==> src/rtl/display_pkg.sv <==
// Shared types and segment patterns for the multiplexed 7-segment display driver.
package display_pkg;

  typedef enum logic [1:0] {IDLE, LOAD, SHIFT} disp_state_t;

  localparam logic [6:0] SEG_BLANK = 7'h7F;

  // Active-low {g,f,e,d,c,b,a} patterns for decimal digits 0..9
  localparam logic [6:0] SEG_TABLE [0:9] = '{
    7'h40, 7'h79, 7'h24, 7'h30, 7'h19,
    7'h12, 7'h02, 7'h78, 7'h00, 7'h10
  };

endpackage

==> src/rtl/seg7_decode.sv <==
// BCD digit to active-low segment pattern; non-decimal codes blank the digit.
module seg7_decode
  import display_pkg::*;
(
  input  logic [3:0] bcd,
  output logic [6:0] seg
);

  always_comb begin
    seg = SEG_BLANK;
    if (bcd <= 4'd9) seg = SEG_TABLE[bcd];
  end

endmodule

==> src/rtl/display_driver.sv <==
// Binary-to-decimal (double-dabble) converter feeding a multiplexed common-anode
// 7-segment display with leading-zero blanking.
module display_driver
  import display_pkg::*;
#(
  parameter int unsigned WORD_W      = 8,
  parameter int unsigned DIGITS      = 3,
  parameter int unsigned REFRESH_DIV = 1000
) (
  input  logic              clock,
  input  logic              reset,
  input  logic [WORD_W-1:0] display,
  output logic [6:0]        seg,
  output logic [DIGITS-1:0] an,
  output logic              busy
);

  localparam int unsigned BCD_W = 4 * DIGITS;
  localparam int unsigned CNT_W = $clog2(WORD_W + 1);
  localparam int unsigned IDX_W = (DIGITS > 1) ? $clog2(DIGITS) : 1;
  localparam int unsigned REF_W = (REFRESH_DIV > 1) ? $clog2(REFRESH_DIV) : 1;

  disp_state_t       r_state, w_next;
  logic              r_pending;
  logic [WORD_W-1:0] r_last_val, r_bin_sr, w_bin_shift;
  logic [BCD_W-1:0]  r_bcd_sr, r_digits, w_bcd_adj, w_bcd_shift;
  logic [CNT_W-1:0]  r_bit_cnt;
  logic [REF_W-1:0]  r_refresh;
  logic [IDX_W-1:0]  r_scan_idx;
  logic [6:0]        r_seg, w_dec_seg;
  logic [DIGITS-1:0] r_an;
  logic [3:0]        w_digit;
  logic              w_blank, w_start, w_busy;

  assign w_start = (display != r_last_val) || r_pending;

  always_ff @(posedge clock or posedge reset) begin
    if (reset) r_state <= IDLE;
    else       r_state <= w_next;
  end

  always_comb begin
    w_next = r_state;
    w_busy = 1'b0;
    case (r_state)
      IDLE:  if (w_start) w_next = LOAD;
      LOAD:  begin w_next = SHIFT; w_busy = 1'b1; end
      SHIFT: begin
        w_busy = 1'b1;
        if (r_bit_cnt == CNT_W'(1)) w_next = IDLE;
      end
      default: w_next = IDLE;
    endcase
  end

  assign busy = w_busy;

  always_comb begin
    w_bcd_adj = r_bcd_sr;
    for (int unsigned i = 0; i < DIGITS; i++) begin
      if (r_bcd_sr[4*i +: 4] >= 4'd5) w_bcd_adj[4*i +: 4] = r_bcd_sr[4*i +: 4] + 4'd3;
    end
  end

  assign {w_bcd_shift, w_bin_shift} = {w_bcd_adj[BCD_W-2:0], r_bin_sr, 1'b0};

  always_ff @(posedge clock or posedge reset) begin
    if (reset) begin
      r_pending  <= 1'b1;
      r_last_val <= '0;
      r_bin_sr   <= '0;
      r_bcd_sr   <= '0;
      r_bit_cnt  <= '0;
      r_digits   <= '0;
    end else begin
      case (r_state)
        LOAD: begin
          r_bin_sr   <= display;
          r_last_val <= display;
          r_bcd_sr   <= '0;
          r_pending  <= 1'b0;
          r_bit_cnt  <= CNT_W'(WORD_W);
        end
        SHIFT: begin
          r_bcd_sr  <= w_bcd_shift;
          r_bin_sr  <= w_bin_shift;
          r_bit_cnt <= r_bit_cnt - 1'b1;
          if (r_bit_cnt == CNT_W'(1)) r_digits <= w_bcd_shift;
        end
        default: ;
      endcase
    end
  end

  assign w_digit = r_digits[4*r_scan_idx +: 4];
  // A digit is blank when it and everything above it is zero
  assign w_blank = (r_scan_idx != '0) && ((r_digits >> (4*r_scan_idx)) == '0);

  seg7_decode u_decode (
    .bcd (w_digit),
    .seg (w_dec_seg)
  );

  always_ff @(posedge clock or posedge reset) begin
    if (reset) begin
      r_refresh  <= '0;
      r_scan_idx <= '0;
      r_an       <= '1;
      r_seg      <= SEG_BLANK;
    end else begin
      if (r_refresh == REF_W'(REFRESH_DIV - 1)) begin
        r_refresh  <= '0;
        r_scan_idx <= (r_scan_idx == IDX_W'(DIGITS - 1)) ? '0 : r_scan_idx + 1'b1;
      end else begin
        r_refresh <= r_refresh + 1'b1;
      end
      r_an  <= ~(DIGITS'(1) << r_scan_idx);
      r_seg <= w_blank ? SEG_BLANK : w_dec_seg;
    end
  end

  assign seg = r_seg;
  assign an  = r_an;

endmodule
==> config.mk <==
export PLATFORM = sky130hd
export DESIGN_NAME = display_driver
export DESIGN_NICKNAME = d
export VERILOG_FILES = /design/src/rtl/display_pkg.sv /design/src/rtl/seg7_decode.sv /design/src/rtl/display_driver.sv
export SDC_FILE = /design/constraint.sdc
export NUM_CORES = 1
export LEC_CHECK = 0
export CORE_MARGIN = 5
export CORE_UTILIZATION = 66
export DETAILED_ROUTE_END_ITERATION = 10
export DONT_BUFFER_PORTS = 1
export PLACE_DENSITY = 0.9
export SYNTH_ARGS = -nofsm -noshare
export SYNTH_HDL_FRONTEND = slang
export SYNTH_SLANG_ARGS = --single-unit
==> constraint.sdc <==
create_clock -name clock -period 5.1 [get_ports clock]
set_input_delay 0.51 -clock clock [delete_from_list [all_inputs] [get_ports clock]]
set_output_delay 0.51 -clock clock [all_outputs]
set_load 0.05 [all_outputs]
======== Word level (Yosys, flattened, before mapping) ========
Memory sizes are Yosys's and may differ from the RTL's.
Cells that the tools add are included.
word-level totals
  flip-flop bits (word level) ............. 69
  ROM bits ................................ 112
  input port bits ......................... 10
  output and inout port bits .............. 11
  word-level logic and storage cells ...... 61
  memories kept ........................... 1
memory list
  memory           words  bits a word  rd ports  clocked after Yosys merged registers in  write ports  line               RTL
  (no name shown)  16     7            1         0                                        0            seg7_decode.sv:11  if (bcd <= 4'd9) seg = SEG_TABLE[bcd];
operators by class
  add/sub/neg operators ................... 6
  magnitude comparators ................... 5
  eq/ne operators ......................... 8
  shift-type cells ........................ 3
  muxes and demuxes ....................... 16
  bitwise operators ....................... 2
  reduce and logical (&&, ||, !) cells .... 9
operator list
  operator                                              number
  2-to-1 mux 7 bit                                      4
  one-hot mux 12 bit (2 select lines)                   1
  one-hot mux 8 bit (2 select lines)                    1
  >= comparator 4 x 3 -> 1 bit (second input constant)  3
  logical NOT 12 bit                                    1
  indexed part select 12 x 5 -> 4 bit                   1
  >> shifter 12 x 4 -> 12 bit                           1
  adder 10 x 1 -> 10 bit (second input constant)        1
  == test 10 bit (second input constant)                1
  2-to-1 mux 10 bit                                     1
  adder 4 x 2 -> 4 bit (second input constant)          2
  2-to-1 mux 4 bit                                      2
  != test 8 bit                                         1
  one-hot mux 4 bit (2 select lines)                    1
  2-to-1 mux 2 bit                                      3
  one-hot mux 2 bit (3 select lines)                    1
  >= comparator 5 bit (second input constant)           1
  NOT 4 -> 5 bit                                        1
  == test 2 bit (second input constant)                 2
  == test 4 x 1 -> 1 bit (second input constant)        1
  <= comparator 4 bit (second input constant)           1
  != test 2 bit (second input constant)                 2
  AND reduction 2 bit                                   2
  nonzero test 2 bit                                    2
  other kinds (12)                                      12

======== Depth between registers and ports, before layout ========
  depth in word-level cells ............... 7
  gate-level depth with buffers ........... 8
  gate-level depth less buffers ........... 7

======== Modules after synthesis ========
Synthesis repeated with hierarchy kept, for this count alone.
unflattened totals
  cell total of the unflattened synthesis .. 334
  area total of the unflattened synthesis .. 3494.6 um2
by module, submodules not included
  module          times used  cells an instance  area an instance (um2)  seq. area each (um2)
  display_driver  1           304                3288.2                  1740.4
  seg7_decode     1           30                 206.4                   0.0

======== Least setup slack after synthesis ========
OpenSTA, ideal clock, no wires.
  path type ............................... register -> register
  start point ............................. register r_state[0]
  end point ............................... register r_bcd_sr[3]
  library setup time ...................... 0.122 ns
  arrival ................................. 1.825 ns
  required time ........................... 4.978 ns
  path slack .............................. 3.154 ns
  stages on the path, launching flop included .. 7
  buffers on the path ..................... 2
  period minus slack after synthesis ...... 1.946 ns
  path through ............................ dfrtp_1 inv_1 ha_1 clkbuf_1 clkbuf_1 nand2_1 a32o_1
between the ends
  word-level cells in the longest chain between the ends .. 2
  elaborated cells on any way between the ends .. 4
  classes of those cells .................. eq/ne (2); mux (1); reduce/logical (1)
ends and longest elaborated chain
  item                                                                              line                  RTL
  start: declaration                                                                display_driver.sv:23  disp_state_t r_state, w_next;
  start signal: assignment                                                          display_driver.sv:39  else r_state <= w_next;
  == test 2 bit / == test 2 x 1 -> 1 bit (equally long branches)                    display_driver.sv:76  case (r_state)
  one-hot mux 12 bit (2 select lines) / nonzero test 2 bit (equally long branches)  n/a
  end signal: assignment                                                            display_driver.sv:85  r_bcd_sr <= w_bcd_shift;
  end: declaration                                                                  display_driver.sv:26  logic [BCD_W-1:0] r_bcd_sr, r_digits, w_bcd_adj, w_bcd_shift;
Several ways; a longest one is shown, not always the timed one.
A chain may end at the register's enable or synchronous reset.

======== Worst setup path after layout ========
  start point ............................. register r_scan_idx[0]
  end point ............................... register r_seg[0] (netlist: seg[0])
between the ends
  word-level cells in the longest chain between the ends .. 7
  elaborated cells on any way between the ends .. 12
  classes of those cells .................. order compare (1); shift (2); mux (4); bitwise (1); reduce/logical (3); memory (1)
ends and longest elaborated chain
  item                                                  line                   RTL
  start: declaration                                    display_driver.sv:29   logic [IDX_W-1:0] r_scan_idx;
  start signal: assignment                              display_driver.sv:113  r_scan_idx <= (r_scan_idx == IDX_W'(DIGITS - 1)) ? '0 : r_scan_idx + 1'b1;
  indexed part select 12 x 5 -> 4 bit                   display_driver.sv:95   assign w_digit = r_digits[4*r_scan_idx +: 4];
  NOT 4 -> 5 bit (implied by the code)                  seg7_decode.sv:11
  memory read (16 x 7 bit)                              n/a
  2-to-1 mux 7 bit (implied by the code) (2 in series)  seg7_decode.sv:11
  2-to-1 mux 7 bit                                      seg7_decode.sv:11
  2-to-1 mux 7 bit (*)                                  display_driver.sv:118  r_seg <= w_blank ? SEG_BLANK : w_dec_seg;
  end signal: assignment                                display_driver.sv:118
  end: declaration                                      display_driver.sv:30   logic [6:0] r_seg, w_dec_seg;
Every way passes the cells marked *; elsewhere a longest branch is shown, timed or not. The select of a mux whose other input is x is not followed.

==> out/results.ini <==
[yosys]
ys_seq_area_share_pct=50.9
ys.flop_type=dfrtp_1
synth_cell_types=40
synth_area_leaders=dfrtp_1 42%, dfstp_2 8.5%, ha_1 6.6%
synth_nets=349
netlist_area_sq_um=3420
ys_ff_latch=69
syn_inst=321
ys_warn_count=0
syn_avg_cell_area_sq_um=10.6
synth_top_area_share_pct=42.5
ys_async_sr_fraction_pct=100
synth_edf_count=0
synth_top_cell_by_area=dfrtp_1
ys_top_cells_by_count=58 x dfrtp_1, 26 x nand2_1, 25 x inv_1
post-synth-top-count-cell=dfrtp_1

[placement]
port_buffers=0
preCtsSetupSlack_ns=2.86
routabilityCongestion=0.770
place_hpwl_um=4090
dpl_cell_area_sq_um=3460

[outcome]
status=complete, no violations

[clocking]
htreeDepth=3
cts_hold_buf=0
tritoncts=done
post_cts.repair.setup_buffers=0
cts_buffers=9
cts_num_sinks=69
clk_latency_ns=0.34
clk_pin_slew_worst_paths_ns=0.07
cts_resized=0
cts-root-buf=clkbuf_8
clockBufferDepth=2

[job]
cap_violations=0

[power_and_ir_drop]
vdd_drop_max_mv=0.377
leakagePower_nw=1.55
cellPowerDensity_nw_per_um2=505

[worst_setup_path]
crit_fanout=8
end_kind=flip-flop
cp_data_arrival_time_ns=2.49
crit_type=flip-flop to flip-flop
required_ns=5.36
reg2reg_depth=6
setup.worst_path.start_class=flip-flop

[timing]
worst_clock_skew_ns=0.00672
finalCritPeriodShare_pct=43.9
report.final.slew_viol_count=0
fin_setup_tns_ns=0
grt_setup_unrepaired=no
min_period_ns=2.24
setup_ws_ns=2.86
max_freq_mhz=447
finalSetupViolations=0
relSlewSlack_pct=41.6
hold_viol_final=0
tightest_slew_ns=0.876

[detailed_routing]
drc_errors=0
dr.pass1.iters=4
vias=2290
wl_per_cell_um=14.5
route.met3.wl_um=217
drt-vias-per-instance=5.77
met2_length_um=2850
routed.top_layer=met4
m1WireLength_um=2560
first_iter_violations=213
drt-total-wl_um=5740
ant_nets=0

[global_routing]
gr-usage-all-layers_pct=20.6
grt_pass1_wl_um=10500
antenna_found_initial=0
grt.overflow.total=0
grt_pass1_vias=2354
grt_max_degree=70

[die]
std_cell_rows=26
core_sq_um=5070
io_pins=21
dieArea_sq_um=6720
die_h_um=82.0
initial_utilization_pct=67.3
die_w_um=82.0

[hold_path]
min_path_type=primary input to async pin

[finish]
drive_above_1_share_pct=13.5
finalNetCount=350
fillers=372
final_design_area_no_fill_sq_um=3620
num_antenna_cells=0
area_growth_pct=6.04

[routing by layer]
| metal | vias to the layer above | GRT usage [%] |
|---|---|---|
| met3 | 11 | 5.37 |
| met1 | 1124 | 25.5 |
| met5 | - | 0 |
| li1 | 1111 | - |
| met2 | 44 | 33.2 |
| met4 | 0 | 10.3 |
[logic make-up (layout without fill, tap and decap cells)]
family                   count (synthesis)  after routing  synth area share (%)
buffers and inverters                   37             43                  4.47
AND/OR/NAND/NOR                         83             83                  12.2
multiplexers                            31             31                  9.63
AO/OA/AOI/OAI                           65             65                  11.5
XOR/XNOR                                18             18                  4.61
flip-flops                              69             69                  50.9
adder cells (fa/ha/maj)                 18             18                  6.59
[report_power, final]
part	leakage (nW)	switching [mW]	internal (mW)	total [mW]
logic	0.606	0.358	0.245	0.602
registers	0.858	0.151	0.699	0.850
clock network	0.0844	0.189	0.189	0.378
total	1.55	0.698	1.13	1.83
[cell usage in the layout (no fill, tap or decap), types with 7 or more instances in the layout]
master | synthesis | final
dfrtp_1 | 58 | 58
nand2_1 | 26 | 26
inv_1 | 25 | 24
nor2_1 | 22 | 22
a21oi_1 | 19 | 19
ha_1 | 18 | 18
o21ai_0 | 16 | 16
mux2i_1 | 16 | 16
mux2_2 | 15 | 15
o22ai_1 | 14 | 14
xor2_1 | 11 | 11
dfstp_2 | 11 | 11
clkbuf_8 | 0 | 10
xnor2_1 | 7 | 7
nor3b_1 | 7 | 7
[stage by stage]
step                hold WS, ns  cells  utilization [%]  total power, mW
floorplan                 0.433    321                -             1.35
global placement          0.444    381             68.2             1.43
detailed placement        0.466    381             68.2             1.46
CTS                       0.304    397             71.4             1.84
global route              0.303    397             71.4             1.97
finish                    0.304    397             71.4             1.83
[sequential cells by signal, indices dropped and copies added, names as in the netlist]
register / count
r_bin_sr: 8
r_pending: 1
r_bit_cnt: 4
r_bcd_sr: 12
r_state: 2
r_scan_idx: 2
r_last_val: 8
seg: 7
an: 3
r_refresh: 10
r_digits: 12
[worst max-delay path, cell delays in order, from the launching register on]
cell,delay (ns)
dfrtp_1,0.55
mux2_2,0.38
a22oi_1,0.36
ha_1,0.26
inv_1,0.04
o31a_1,0.37
o22ai_1,0.19
[layout make-up]
class	count	area [sq um]	area share, %
inverter	25	93.8	2.59
timing repair buffer	2	15.0	0.414
clock inverter	2	10.0	0.276
clock buffer	14	153	4.21
multi-input combinational	215	1520	42.1
tap	70	87.6	2.42
sequential	69	1740	48.0
[final timing paths]
check | startpoint | to | slack (ns)
worst max-delay path | r_scan_idx[0] | seg[0] | 2.86
max in group asynchronous | reset | r_last_val[7] | 4.27
worst max register to register | r_scan_idx[0] | seg[0] | 2.86
worst min register to register | r_refresh[0] | r_refresh[0] | 0.47
min in group clock | display[3] | r_last_val[3] | 0.32
worst min-delay path | reset | r_bit_cnt[2] | 0.30
(Power assumes the default switching activity.)
